==> config.mk <==
export PLATFORM = sky130hd
export DESIGN_NAME = main_dec_pipe
export DESIGN_NICKNAME = d
export VERILOG_FILES = /design/src/rtl/main_dec_pipe.sv
export SDC_FILE = /design/constraint.sdc
export NUM_CORES = 1
export LEC_CHECK = 0
export CAP_MARGIN = 30
export CORE_UTILIZATION = 40
export DETAILED_ROUTE_END_ITERATION = 8
export GPL_ROUTABILITY_DRIVEN = 0
export GPL_TIMING_DRIVEN = 0
export PLACE_DENSITY = 0.79
export SYNTH_ARGS = -nofsm -noshare
export SYNTH_HDL_FRONTEND = slang
export SYNTH_SLANG_ARGS = --single-unit
==> constraint.sdc <==
create_clock -name clk -period 2.6 [get_ports clk]
set_clock_uncertainty 0.05 [all_clocks]
set_input_delay 0.26 -clock clk [delete_from_list [all_inputs] [get_ports clk]]
set_output_delay 0.26 -clock clk [all_outputs]
set_load 0.05 [all_outputs]
==> src/rtl/main_dec_pipe.sv <==
// MIPS main decoder: combinational D-stage decode plus the E/M/W control
// pipeline, bubble/flush insertion and the multi-cycle MULT/DIV occupancy stall.
module main_dec_pipe #(
   parameter int MUL_CYCLES = 4,
   parameter int DIV_CYCLES = 32
) (
   input  logic        clk,
   input  logic        rst,
   input  logic [31:0] instr_d,
   input  logic        valid_d,
   input  logic        stall_in,
   input  logic        flush_e,
   output logic [9:0]  ctrl_d,
   output logic        invalid_d,
   output logic        stall_d,
   output logic [9:0]  ctrl_e,
   output logic [9:0]  ctrl_m,
   output logic [9:0]  ctrl_w,
   output logic        valid_e,
   output logic        valid_m,
   output logic        valid_w,
   output logic        md_busy
);

   localparam int MAX_CYCLES = (MUL_CYCLES > DIV_CYCLES) ? MUL_CYCLES : DIV_CYCLES;
   localparam int CNT_W      = $clog2(MAX_CYCLES + 1);

   localparam logic [CNT_W-1:0] MUL_LOAD = CNT_W'(MUL_CYCLES - 1);
   localparam logic [CNT_W-1:0] DIV_LOAD = CNT_W'(DIV_CYCLES - 1);

   // Bundle order: regwrite regdst alusrc branch memwrite memtoreg jump al_regdst md_kind[1:0]
   localparam logic [9:0] B_RALU   = 10'b11_0000_00_00;
   localparam logic [9:0] B_MULT   = 10'b00_0000_00_01;
   localparam logic [9:0] B_DIV    = 10'b00_0000_00_10;
   localparam logic [9:0] B_IALU   = 10'b10_1000_00_00;
   localparam logic [9:0] B_LW     = 10'b10_1001_00_00;
   localparam logic [9:0] B_SW     = 10'b00_1010_00_00;
   localparam logic [9:0] B_BR     = 10'b00_0100_00_00;
   localparam logic [9:0] B_BRAL   = 10'b10_0100_01_00;
   localparam logic [9:0] B_J      = 10'b00_0000_10_00;
   localparam logic [9:0] B_JAL    = 10'b10_0000_11_00;

   localparam logic [1:0] MD_MUL = 2'b01;
   localparam logic [1:0] MD_DIV = 2'b10;

   localparam logic [5:0] OP_RTYPE  = 6'b000000;
   localparam logic [5:0] OP_REGIMM = 6'b000001;
   localparam logic [5:0] OP_J      = 6'b000010;
   localparam logic [5:0] OP_JAL    = 6'b000011;
   localparam logic [5:0] OP_BEQ    = 6'b000100;
   localparam logic [5:0] OP_BNE    = 6'b000101;
   localparam logic [5:0] OP_BLEZ   = 6'b000110;
   localparam logic [5:0] OP_BGTZ   = 6'b000111;
   localparam logic [5:0] OP_ADDI   = 6'b001000;
   localparam logic [5:0] OP_ADDIU  = 6'b001001;
   localparam logic [5:0] OP_SLTI   = 6'b001010;
   localparam logic [5:0] OP_SLTIU  = 6'b001011;
   localparam logic [5:0] OP_ANDI   = 6'b001100;
   localparam logic [5:0] OP_ORI    = 6'b001101;
   localparam logic [5:0] OP_XORI   = 6'b001110;
   localparam logic [5:0] OP_LUI    = 6'b001111;
   localparam logic [5:0] OP_LW     = 6'b100011;
   localparam logic [5:0] OP_SW     = 6'b101011;

   localparam logic [5:0] F_SLL   = 6'b000000;
   localparam logic [5:0] F_SRL   = 6'b000010;
   localparam logic [5:0] F_SRA   = 6'b000011;
   localparam logic [5:0] F_SLLV  = 6'b000100;
   localparam logic [5:0] F_SRLV  = 6'b000110;
   localparam logic [5:0] F_SRAV  = 6'b000111;
   localparam logic [5:0] F_MFHI  = 6'b010000;
   localparam logic [5:0] F_MTHI  = 6'b010001;
   localparam logic [5:0] F_MFLO  = 6'b010010;
   localparam logic [5:0] F_MTLO  = 6'b010011;
   localparam logic [5:0] F_MULT  = 6'b011000;
   localparam logic [5:0] F_MULTU = 6'b011001;
   localparam logic [5:0] F_DIV   = 6'b011010;
   localparam logic [5:0] F_DIVU  = 6'b011011;
   localparam logic [5:0] F_ADD   = 6'b100000;
   localparam logic [5:0] F_ADDU  = 6'b100001;
   localparam logic [5:0] F_SUB   = 6'b100010;
   localparam logic [5:0] F_SUBU  = 6'b100011;
   localparam logic [5:0] F_AND   = 6'b100100;
   localparam logic [5:0] F_OR    = 6'b100101;
   localparam logic [5:0] F_XOR   = 6'b100110;
   localparam logic [5:0] F_NOR   = 6'b100111;
   localparam logic [5:0] F_SLT   = 6'b101010;
   localparam logic [5:0] F_SLTU  = 6'b101011;

   localparam logic [4:0] RT_BLTZ   = 5'b00000;
   localparam logic [4:0] RT_BGEZ   = 5'b00001;
   localparam logic [4:0] RT_BLTZAL = 5'b10000;
   localparam logic [4:0] RT_BGEZAL = 5'b10001;

   logic [5:0]       op;
   logic [5:0]       funct;
   logic [4:0]       rt;
   logic [9:0]       dec;
   logic             unsup;
   logic [CNT_W-1:0] cnt;
   logic [CNT_W-1:0] cnt_load;
   logic             unused_fields;

   assign op    = instr_d[31:26];
   assign rt    = instr_d[20:16];
   assign funct = instr_d[5:0];

   // rs, rd, shamt and immediate bits carry no control information here
   assign unused_fields = ^{instr_d[25:21], instr_d[15:6]};

   always_comb begin
      dec   = '0;
      unsup = 1'b0;
      case (op)
         OP_RTYPE: begin
            case (funct)
               F_SLL, F_SRL, F_SRA, F_SLLV, F_SRLV, F_SRAV,
               F_ADD, F_ADDU, F_SUB, F_SUBU, F_AND, F_OR, F_XOR, F_NOR,
               F_SLT, F_SLTU, F_MFHI, F_MFLO: dec = B_RALU;
               F_MULT, F_MULTU:               dec = B_MULT;
               F_DIV, F_DIVU:                 dec = B_DIV;
               F_MTHI, F_MTLO:                dec = '0;
               default:                       unsup = 1'b1;
            endcase
         end
         OP_REGIMM: begin
            case (rt)
               RT_BLTZ, RT_BGEZ:     dec = B_BR;
               RT_BLTZAL, RT_BGEZAL: dec = B_BRAL;
               default:              unsup = 1'b1;
            endcase
         end
         OP_J:                                        dec = B_J;
         OP_JAL:                                      dec = B_JAL;
         OP_BEQ, OP_BNE, OP_BLEZ, OP_BGTZ:            dec = B_BR;
         OP_ADDI, OP_ADDIU, OP_SLTI, OP_SLTIU,
         OP_ANDI, OP_ORI, OP_XORI, OP_LUI:            dec = B_IALU;
         OP_LW:                                       dec = B_LW;
         OP_SW:                                       dec = B_SW;
         default:                                     unsup = 1'b1;
      endcase
   end

   assign ctrl_d    = valid_d ? dec : '0;
   assign invalid_d = valid_d & unsup;

   assign md_busy = (cnt != '0);
   assign stall_d = stall_in | md_busy;

   // Remaining occupancy beyond the first E cycle; latency 1 loads zero.
   always_comb begin
      cnt_load = '0;
      if (ctrl_d[1:0] == MD_MUL)
         cnt_load = MUL_LOAD;
      else if (ctrl_d[1:0] == MD_DIV)
         cnt_load = DIV_LOAD;
   end

   always_ff @(posedge clk or posedge rst) begin
      if (rst) begin
         ctrl_e  <= '0;
         valid_e <= 1'b0;
         cnt     <= '0;
      end else if (flush_e) begin
         ctrl_e  <= '0;
         valid_e <= 1'b0;
         cnt     <= '0;
      end else if (md_busy) begin
         cnt <= cnt - 1'b1;
      end else if (stall_in) begin
         ctrl_e  <= '0;
         valid_e <= 1'b0;
      end else begin
         ctrl_e  <= ctrl_d;
         valid_e <= valid_d;
         cnt     <= cnt_load;
      end
   end

   always_ff @(posedge clk or posedge rst) begin
      if (rst) begin
         ctrl_m  <= '0;
         valid_m <= 1'b0;
         ctrl_w  <= '0;
         valid_w <= 1'b0;
      end else begin
         if (md_busy) begin
            ctrl_m  <= '0;
            valid_m <= 1'b0;
         end else begin
            ctrl_m  <= ctrl_e;
            valid_m <= valid_e;
         end
         ctrl_w  <= ctrl_m;
         valid_w <= valid_m;
      end
   end

endmodule
==> flow_summary.ini, run 1 <==
[floorplanning]
row_count = 23
io_pins = 83
die_w_um = 67.8
start_util_pct = 42.3
coreArea_mm2 = 0.00409
die_area_mm2 = 0.00459
die_y_um = 67.8

[logic_synthesis]
ys_seq_elements = 39
yosysUniqueCellTypes = 40
syn_inst = 161
synthArstFlopShare_pct = 100
synthTopCellsByArea = dfrtp_1 56%, and3_1 4.0%, nor2_1 3.0%
seq_area_frac_synth_pct = 56.4
yosys-top-cells-count = 39 x dfrtp_1, 14 x nor2_1, 11 x and3_1
synth_ff_type = dfrtp_1
synth_nets = 201
ys_warn_count = 0
synth_area_mm2 = 0.00173
synth_edf_count = 0
avgSynthCellArea_um2 = 10.7
yosysMostFrequentCell = dfrtp_1
synth_top_cell_by_area = dfrtp_1
yosysTopAreaCellShare_pct = 56.4

[sta]
slew_headroom_pct = 48.2
max_freq_mhz = 402
fin_crit_sh_pct = 95.8
slew_violations = 0
holdWs_ns = 0.325
setup_ws_ns = 0.110
tns_ns = 0
finalSetupViolations = 0
rsz0062_at_grt = false
min_period_ns = 2.49
final_hold_viol_count = 0
tightest_slew_ns = 0.775

[place]
postPlaceCellArea_mm2 = 0.00245
pre_cts_slack_ns = -0.737
dp.cells = 276
dp_hpwl_um = 2940
io_buffer_count = 65

[power_and_ir_drop]
finalPower_mw = 1.93
p_leak_nw = 1.18
power_density_mw_per_mm2 = 752
ir_drop_uv = 328

[layout]
antenna_cells = 0
fin_nets = 273
syn2layout_area_growth_pct = 48.5
fin_area_mm2 = 0.00257
fin_util_pct = 62.9
fillCellCount = 347
multi_input_area_um2 = 719
drive_gt1_share_pct = 14.1
seqCellArea_um2 = 976
final_cells = 284

[critical_path]
critical_path_class = in -> out
r2r.worst_path.cells = 7
critPathArrivalTime_ns = 2.18
end_kind = output port
r2r-start = cnt[2]
r2r_end = ctrl_e[2]
rrSetupSlack_ns = 0.72
path_max_fanout = 7
worst_ep_required_time_ns = 2.29
worstSetupStartpointType = input port

[route]
drt_first_pass_iters = 4
drt-wirelength-per-cell_um = 13.5
route.antenna.remaining_nets = 0
postRouteWirelength_um = 3820
drc = 0
via_per_inst = 5.24
via_count = 1489
drt_iter0_markers = 76

[worst_hold_path]
holdCritPathClass = reg -> reg
hold_end = ctrl_w[3]
min_from = ctrl_m[3]
min_path_cells = 0

[grt]
antenna_found_initial = 0
track_usage_pct = 18.0
global_route.usage.met3_pct = 4.73
grt_pass1_wl_um = 6030
grtUsageMet1_pct = 22.6
grt.busiest_layer = met2
grt_start_max_net_pins = 40
first_global_vias = 1290
overflow = 0
met2_usage_pct = 29.1

[clock_network]
cts.sinks = 39
cts.clk_slew.worst_paths_ns = 0.07
cts_root_buf = clkbuf_8
cts_htree_levels = 2
clk_latency_ns = 0.29
clock_path_buffers = 2
cts_tree = built
numCtsBuffers = 5

[run]
cap_violations = 0

[run_status]
status = completed
## timing repair
action	CTS	global route
hold buffers	0	0
resized for setup	39	4
setup endpoints to repair	12	5
pin swaps	1	3
buffers inserted	0	1
## per-layer routing
layer  share of wire, %  wire length, µm  up-vias
met1                 42             1620      705
met5                  0                0        -
li1                   -                -      719
met4                1.6               63        0
met3                7.7              295        6
met2                 48             1840       59
## sequential cells by signal, indices dropped and copies added (netlist names)
name	flops
ctrl_w	10
cnt	6
valid_w	1
ctrl_e	10
ctrl_m	10
valid_e	1
valid_m	1
## cells by family after synthesis
kind of cell    Yosys count  share of synthesized area [%]
mux                       1                          0.651
compound gates           28                           11.8
buf+inv                  16                           3.69
flops                    39                           56.4
simple gates             72                           24.3
xor+xnor                  2                           1.01
fa+ha+maj                 3                           2.17
## worst max path at each step
stage / cells after the start / end / from / slack [ns]
floorplan: 10 / cnt[0] / instr_d[29] / 0.08
global placement: 8 / ctrl_d[9] / instr_d[29] / -0.75
detailed placement: 8 / ctrl_d[9] / instr_d[29] / -0.74
CTS: 8 / ctrl_d[9] / instr_d[29] / 0.008
global route: 5 / ctrl_d[2] / instr_d[27] / 0.0005
finish: 5 / ctrl_d[2] / instr_d[27] / 0.11
## where the power goes
part           total [mW]  switching [mW]  internal, mW
combinational       0.728           0.473         0.255
sequential          0.705          0.0478         0.657
clock               0.499           0.213         0.286
total                1.93           0.734          1.20
## cell type report
type | count | area share (%)
Sequential cell | 39 | 38.0
Clock buffer | 5 | 2.68
Tap cell | 50 | 2.43
Buffer | 6 | 0.974
Clock inverter | 3 | 1.70
Multi-Input combinational cell | 106 | 28.0
Inverter | 9 | 1.36
Timing Repair Buffer | 66 | 24.9
## critical path: stages
cell and delay [ns]:
clkdlybuf4s50_1 0.60, nand3b_1 0.13, a21o_1 0.28, nor4_2 0.34, dlygate4sd1_1 0.55
## placed cells by master (no fill, tap or decap), types with 3 or more instances in the layout
master           instances
clkdlybuf4s50_1         52
dfrtp_1                 39
nor2_1                  14
and3_1                  11
nor3_1                  10
a21oi_1                  7
nand2_1                  7
nand3b_1                 6
inv_1                    6
dlygate4sd2_1            6
a22oi_1                  5
clkbuf_8                 5
nand2b_1                 4
a31oi_1                  4
buf_4                    4
clkbuf_1                 3
and2_1                   3
buf_2                    3
ha_1                     3
Power figures use the tool's default switching activity.
==> run 2: changes to the inputs <==
clock period = 2.7 ns   (was 2.6 ns; I/O delays follow)
==> run 2 against run 1 <==
Effect of this change:
- worst setup slack better by 0.019 ns
- register-to-register slack about the same
- global-route usage down 0.052 points
- count of clock-buffer cells in the layout is the same
- worst hold slack worse by 0.0014 ns
- non-clock buffer count rose by 2
- first-iteration DRC count fell by 22%
- critical path depth fell by 1
- sequential power shrank 3.5%
- critical endpoint is now ctrl_d[5]
- largest power group unchanged
==> flow_summary.ini, run 2 (synthesis results as in run 1) <==
[floorplanning]
die_y_um = 67.8
io_pins = 83
row_count = 23
start_util_pct = 42.3
die_area_mm2 = 0.00459
die_w_um = 67.8
coreArea_mm2 = 0.00409

[layout]
syn2layout_area_growth_pct = 50.7
fin_nets = 275
drive_gt1_share_pct = 14.8
final_cells = 286
fin_area_mm2 = 0.00261
layout.cells.most_common_list = 52 x clkdlybuf4s50_1, 39 x dfrtp_1, 14 x nor2_1
largestRegisters = ctrl_e (10), ctrl_m (10), ctrl_w (10)
fin_util_pct = 63.8
antenna_cells = 0
mostFrequentLayoutCell = clkdlybuf4s50_1
fillCellCount = 343

[sta]
max_freq_mhz = 389
min_period_ns = 2.57
tightest_slew_ns = 0.779
finalSetupViolations = 0
final_hold_viol_count = 0
setup_ws_ns = 0.128
slew_headroom_pct = 48.0
slew_violations = 0
fin_crit_sh_pct = 95.3
rsz0062_at_grt = false

[power_and_ir_drop]
finalPower_mw = 1.93
p_leak_nw = 1.21
power_density_mw_per_mm2 = 742
ir_drop_uv = 254

[critical_path]
r2r-start = cnt[2]
end_kind = output port
crit_buf_inv = 2
cp_common_cell = clkdlybuf4s50_1
rrSetupSlack_ns = 0.73
path_max_fanout = 7
worstSetupStartpointType = input port
critPathArrivalTime_ns = 2.25
worst_ep_required_time_ns = 2.38
critical_path.cell_chain = clkdlybuf4s50_1, nand4b_1, nor3_1, clkdlybuf4s50_1
crit_path_start = instr_d[26]
slowest_delay_ns = 0.87
r2r_end = ctrl_e[9]
critical_path_class = in -> out
slowest_stage = clkdlybuf4s50_1
r2r.worst_path.cells = 7
crit_family = buffers and inverters

[route]
via_count = 1495
drc = 0
drt-wirelength-per-cell_um = 13.5
via_per_inst = 5.23
route.antenna.remaining_nets = 0
postRouteWirelength_um = 3860
drt_first_pass_iters = 4
drt_iter0_markers = 59

[worst_hold_path]
hold_end = ctrl_w[8]
holdCritPathClass = reg -> reg
min_path_cells = 0
min_from = ctrl_m[8]

[clock_network]
cts_tree = built
cts.clk_slew.worst_paths_ns = 0.07
cts_htree_levels = 2
cts.sinks = 39
cts_root_buf = clkbuf_8
clk_latency_ns = 0.28
numCtsBuffers = 5
clock_path_buffers = 2

[grt]
antenna_found_initial = 0
track_usage_pct = 18.0
overflow = 0
grt_pass1_wl_um = 6000
grt_start_max_net_pins = 40
first_global_vias = 1324

[place]
dp.cells = 276
io_buffer_count = 65
dp_hpwl_um = 2870
pre_cts_slack_ns = -0.670
postPlaceCellArea_mm2 = 0.00245

[run_status]
status = completed

[run]
cap_violations = 0
-- run 2: changes by cell type in the layout (fill, tap and decap cells not counted) --
cell,previous run,this run
or3_4,1,0
clkinv_2,2,1
a211oi_1,2,1
clkinv_4,1,0
buf_4,4,5
bufinv_16,1,2
clkdlybuf4s15_2,2,1
clkbuf_2,0,2
a211oi_2,0,1
or3_1,2,3
dlygate4sd1_1,1,0
clkinvlp_4,0,1
dlygate4sd2_1,6,5
dlymetal6s2s_1,0,2
-- run 2: worst max-delay path by stage --
| stage | end | slack, ns | cells after the start |
|---|---|---|---|
| after floorplan | cnt[0] | 0.07 | 10 |
| after global placement | ctrl_d[9] | -0.67 | 8 |
| after detailed placement | ctrl_d[9] | -0.67 | 8 |
| after CTS | cnt[1] | 0.008 | 11 |
| after global routing | cnt[1] | 0.04 | 11 |
| final | ctrl_d[5] | 0.13 | 4 |
-- run 2: stage by stage --
stage	hold WS, ns	setup TNS (ns)
floorplan	0.381	0
global placement	0.306	-3.33
detailed placement	0.308	-3.47
CTS	0.322	0
global route	0.327	0
finish	0.323	0
-- run 2: timing repair --
item / CTS / global route
gates resized for setup: 34 / 8
pin swaps: 1 / 1
setup endpoints to repair: 12 / 5
hold buffers: 0 / 0
buffers inserted: 1 / 1
-- run 2: area by class of cell --
| cell class | count | area (µm²) | share of cell area, % |
|---|---|---|---|
| Clock buffer | 5 | 68.8 | 2.64 |
| Timing Repair Buffer | 67 | 648 | 24.9 |
| Sequential cell | 39 | 976 | 37.4 |
| Buffer | 7 | 30.0 | 1.15 |
| Tap cell | 50 | 62.6 | 2.40 |
| Multi-Input combinational cell | 106 | 719 | 27.6 |
| Clock inverter | 3 | 67.6 | 2.59 |
| Inverter | 9 | 35.0 | 1.34 |
-- run 2: metal layers --
| metal | GRT usage, % | vias to the layer above | share of wire, % | wire length [µm] |
|---|---|---|---|---|
| met5 | 0 | - | 0 | 0 |
| met4 | 7.03 | 0 | 1.1 | 42 |
| met3 | 5.41 | 4 | 8.0 | 310 |
| met2 | 30.1 | 67 | 49 | 1910 |
| met1 | 21.5 | 699 | 41 | 1600 |
| li1 | - | 725 | - | - |
-- run 2: report_power, final --
part	switching, mW	internal (mW)
clock network	0.195	0.368
logic	0.456	0.234
registers	0.0471	0.633
total	0.699	1.24
-- run 2: worst register-to-register path: stages, from the launching register on --
cell	delay (ns)
dfrtp_1	0.43
nor4_2	0.34
and2_1	0.16
buf_2	0.16
inv_2	0.12
nor2_4	0.23
inv_1	0.11
o41ai_2	0.27
==> run 3: changes to the inputs <==
MAX_ROUTING_LAYER = met4   (was default)
==> run 3 against run 2 <==
Effect of this change:
- global-route usage up 0.49 points
- critical path depth unchanged
- via count increased by 0.74%
- sequential cell count stayed put
- die area unchanged
- total power grew 0.14%
- core utilization did not move
- sequential share of layout area unchanged
- critical path type unchanged
- largest cell class unchanged
- largest power group unchanged
==> flow_summary.ini, run 3 (synthesis results as in run 1) <==
[sta]
slew_violations = 0
tightest_slew_ns = 0.780
final_hold_viol_count = 0
finalSetupViolations = 0
rsz0062_at_grt = false
min_period_ns = 2.56
max_freq_mhz = 390
tns_ns = 0
slew_headroom_pct = 47.9
fin_crit_sh_pct = 95.0

[route]
drc = 0
postRouteWirelength_um = 3880
via_per_inst = 5.27
via_count = 1506
drt_iter0_markers = 55
drt-wirelength-per-cell_um = 13.5
route.antenna.remaining_nets = 0
drt_first_pass_iters = 4

[critical_path]
worstSetupStartpointType = input port
worst_ep_required_time_ns = 2.38
rrSetupSlack_ns = 0.72
critical_path.cell_chain = clkdlybuf4s50_1, nand4b_1, nor3_1, clkdlybuf4s50_1
critPathArrivalTime_ns = 2.24
crit_family = buffers and inverters
path_max_fanout = 7
critical_path_class = in -> out
cp_common_cell = clkdlybuf4s50_1
end_kind = output port
slowest_stage = clkdlybuf4s50_1
r2r-start = cnt[2]
r2r.worst_path.cells = 7
crit_buf_inv = 2
r2r_end = ctrl_e[9]
slowest_delay_ns = 0.86

[floorplanning]
die_w_um = 67.8
die_area_mm2 = 0.00459
io_pins = 83
die_y_um = 67.8
start_util_pct = 42.3
coreArea_mm2 = 0.00409
row_count = 23

[place]
io_buffer_count = 65
postPlaceCellArea_mm2 = 0.00245
dp.cells = 276
dp_hpwl_um = 2870

[power_and_ir_drop]
power_density_mw_per_mm2 = 743
ir_drop_uv = 255
finalPower_mw = 1.94
p_leak_nw = 1.21

[layout]
drive_gt1_share_pct = 14.8
mostFrequentLayoutCell = clkdlybuf4s50_1
layout.cells.most_common_list = 52 x clkdlybuf4s50_1, 39 x dfrtp_1, 14 x nor2_1
final_cells = 286
largestRegisters = ctrl_e (10), ctrl_m (10), ctrl_w (10)
fin_area_mm2 = 0.00261
fin_util_pct = 63.8
antenna_cells = 0
syn2layout_area_growth_pct = 50.7
fin_nets = 275

[grt]
grt_start_max_net_pins = 40
antenna_found_initial = 0
grt_pass1_wl_um = 5990
overflow = 0
first_global_vias = 1326
track_usage_pct = 18.4

[run]
cap_violations = 0

[clock_network]
cts.sinks = 39
clk_latency_ns = 0.28
cts_root_buf = clkbuf_8
cts_htree_levels = 2
numCtsBuffers = 5
holdBufCountCts = 0
clock_path_buffers = 2
cts.clk_slew.worst_paths_ns = 0.07
cts_tree = built

[worst_hold_path]
hold_end = ctrl_w[8]
min_from = ctrl_m[8]
min_path_cells = 0
holdCritPathClass = reg -> reg

[run_status]
status = completed
## run 3: power breakdown
group | switching (mW) | leakage, nW | total (mW) | internal (mW)
clock | 0.195 | 0.0644 | 0.563 | 0.368
combinational | 0.460 | 0.602 | 0.693 | 0.234
sequential | 0.0472 | 0.540 | 0.680 | 0.633
## run 3: cell type report
class / count / area [µm²]
buffer: 7 / 30.0
sequential: 39 / 976
multi-input combinational: 106 / 719
clock buffer: 5 / 68.8
timing repair buffer: 67 / 648
tap: 50 / 62.6
clock inverter: 3 / 67.6
fill: 343 / 1480
inverter: 9 / 35.0
## run 3: per-stage QoR
| stage | hold slack [ns] | worst slack (ns) |
|---|---|---|
| after CTS | 0.322 | 0.00787 |
| after detailed placement | 0.308 | -0.670 |
| final | 0.322 | 0.136 |
| after floorplan | 0.381 | 0.0733 |
| after global routing | 0.327 | 0.0380 |
| after global placement | 0.306 | -0.668 |
## run 3: worst reg2reg max path, stage by stage, from the launching register on
cell	delay [ns]
dfrtp_1	0.43
nor4_2	0.34
and2_1	0.16
buf_2	0.16
inv_2	0.13
nor2_4	0.23
inv_1	0.11
o41ai_2	0.27
## run 3: worst max-delay path by stage
stage / start / cells past startpoint / slack (ns) / endpoint
final: instr_d[26] / 4 / 0.14 / ctrl_d[5]
after global routing: instr_d[29] / 11 / 0.04 / cnt[1]
after CTS: instr_d[30] / 11 / 0.008 / cnt[1]
after detailed placement: instr_d[29] / 8 / -0.67 / ctrl_d[9]
after global placement: instr_d[29] / 8 / -0.67 / ctrl_d[9]
after floorplan: instr_d[29] / 10 / 0.07 / cnt[0]
## run 3: per-layer routing
layer	part of all wire [%]	vias to the layer above	track usage (%)
met2	49	75	30.1
met4	1.1	0	7.03
met5	0	-	-
met3	8.1	4	5.07
met1	41	703	21.6
li1	-	724	-
## run 3: timing repair
action                                  4_1_cts  5_1_grt
setup buffers                                 1        1
pin swaps                                     1        1
endpoints found under the setup margin       12        5
cloned                                        0        0
resized for setup                            34        8
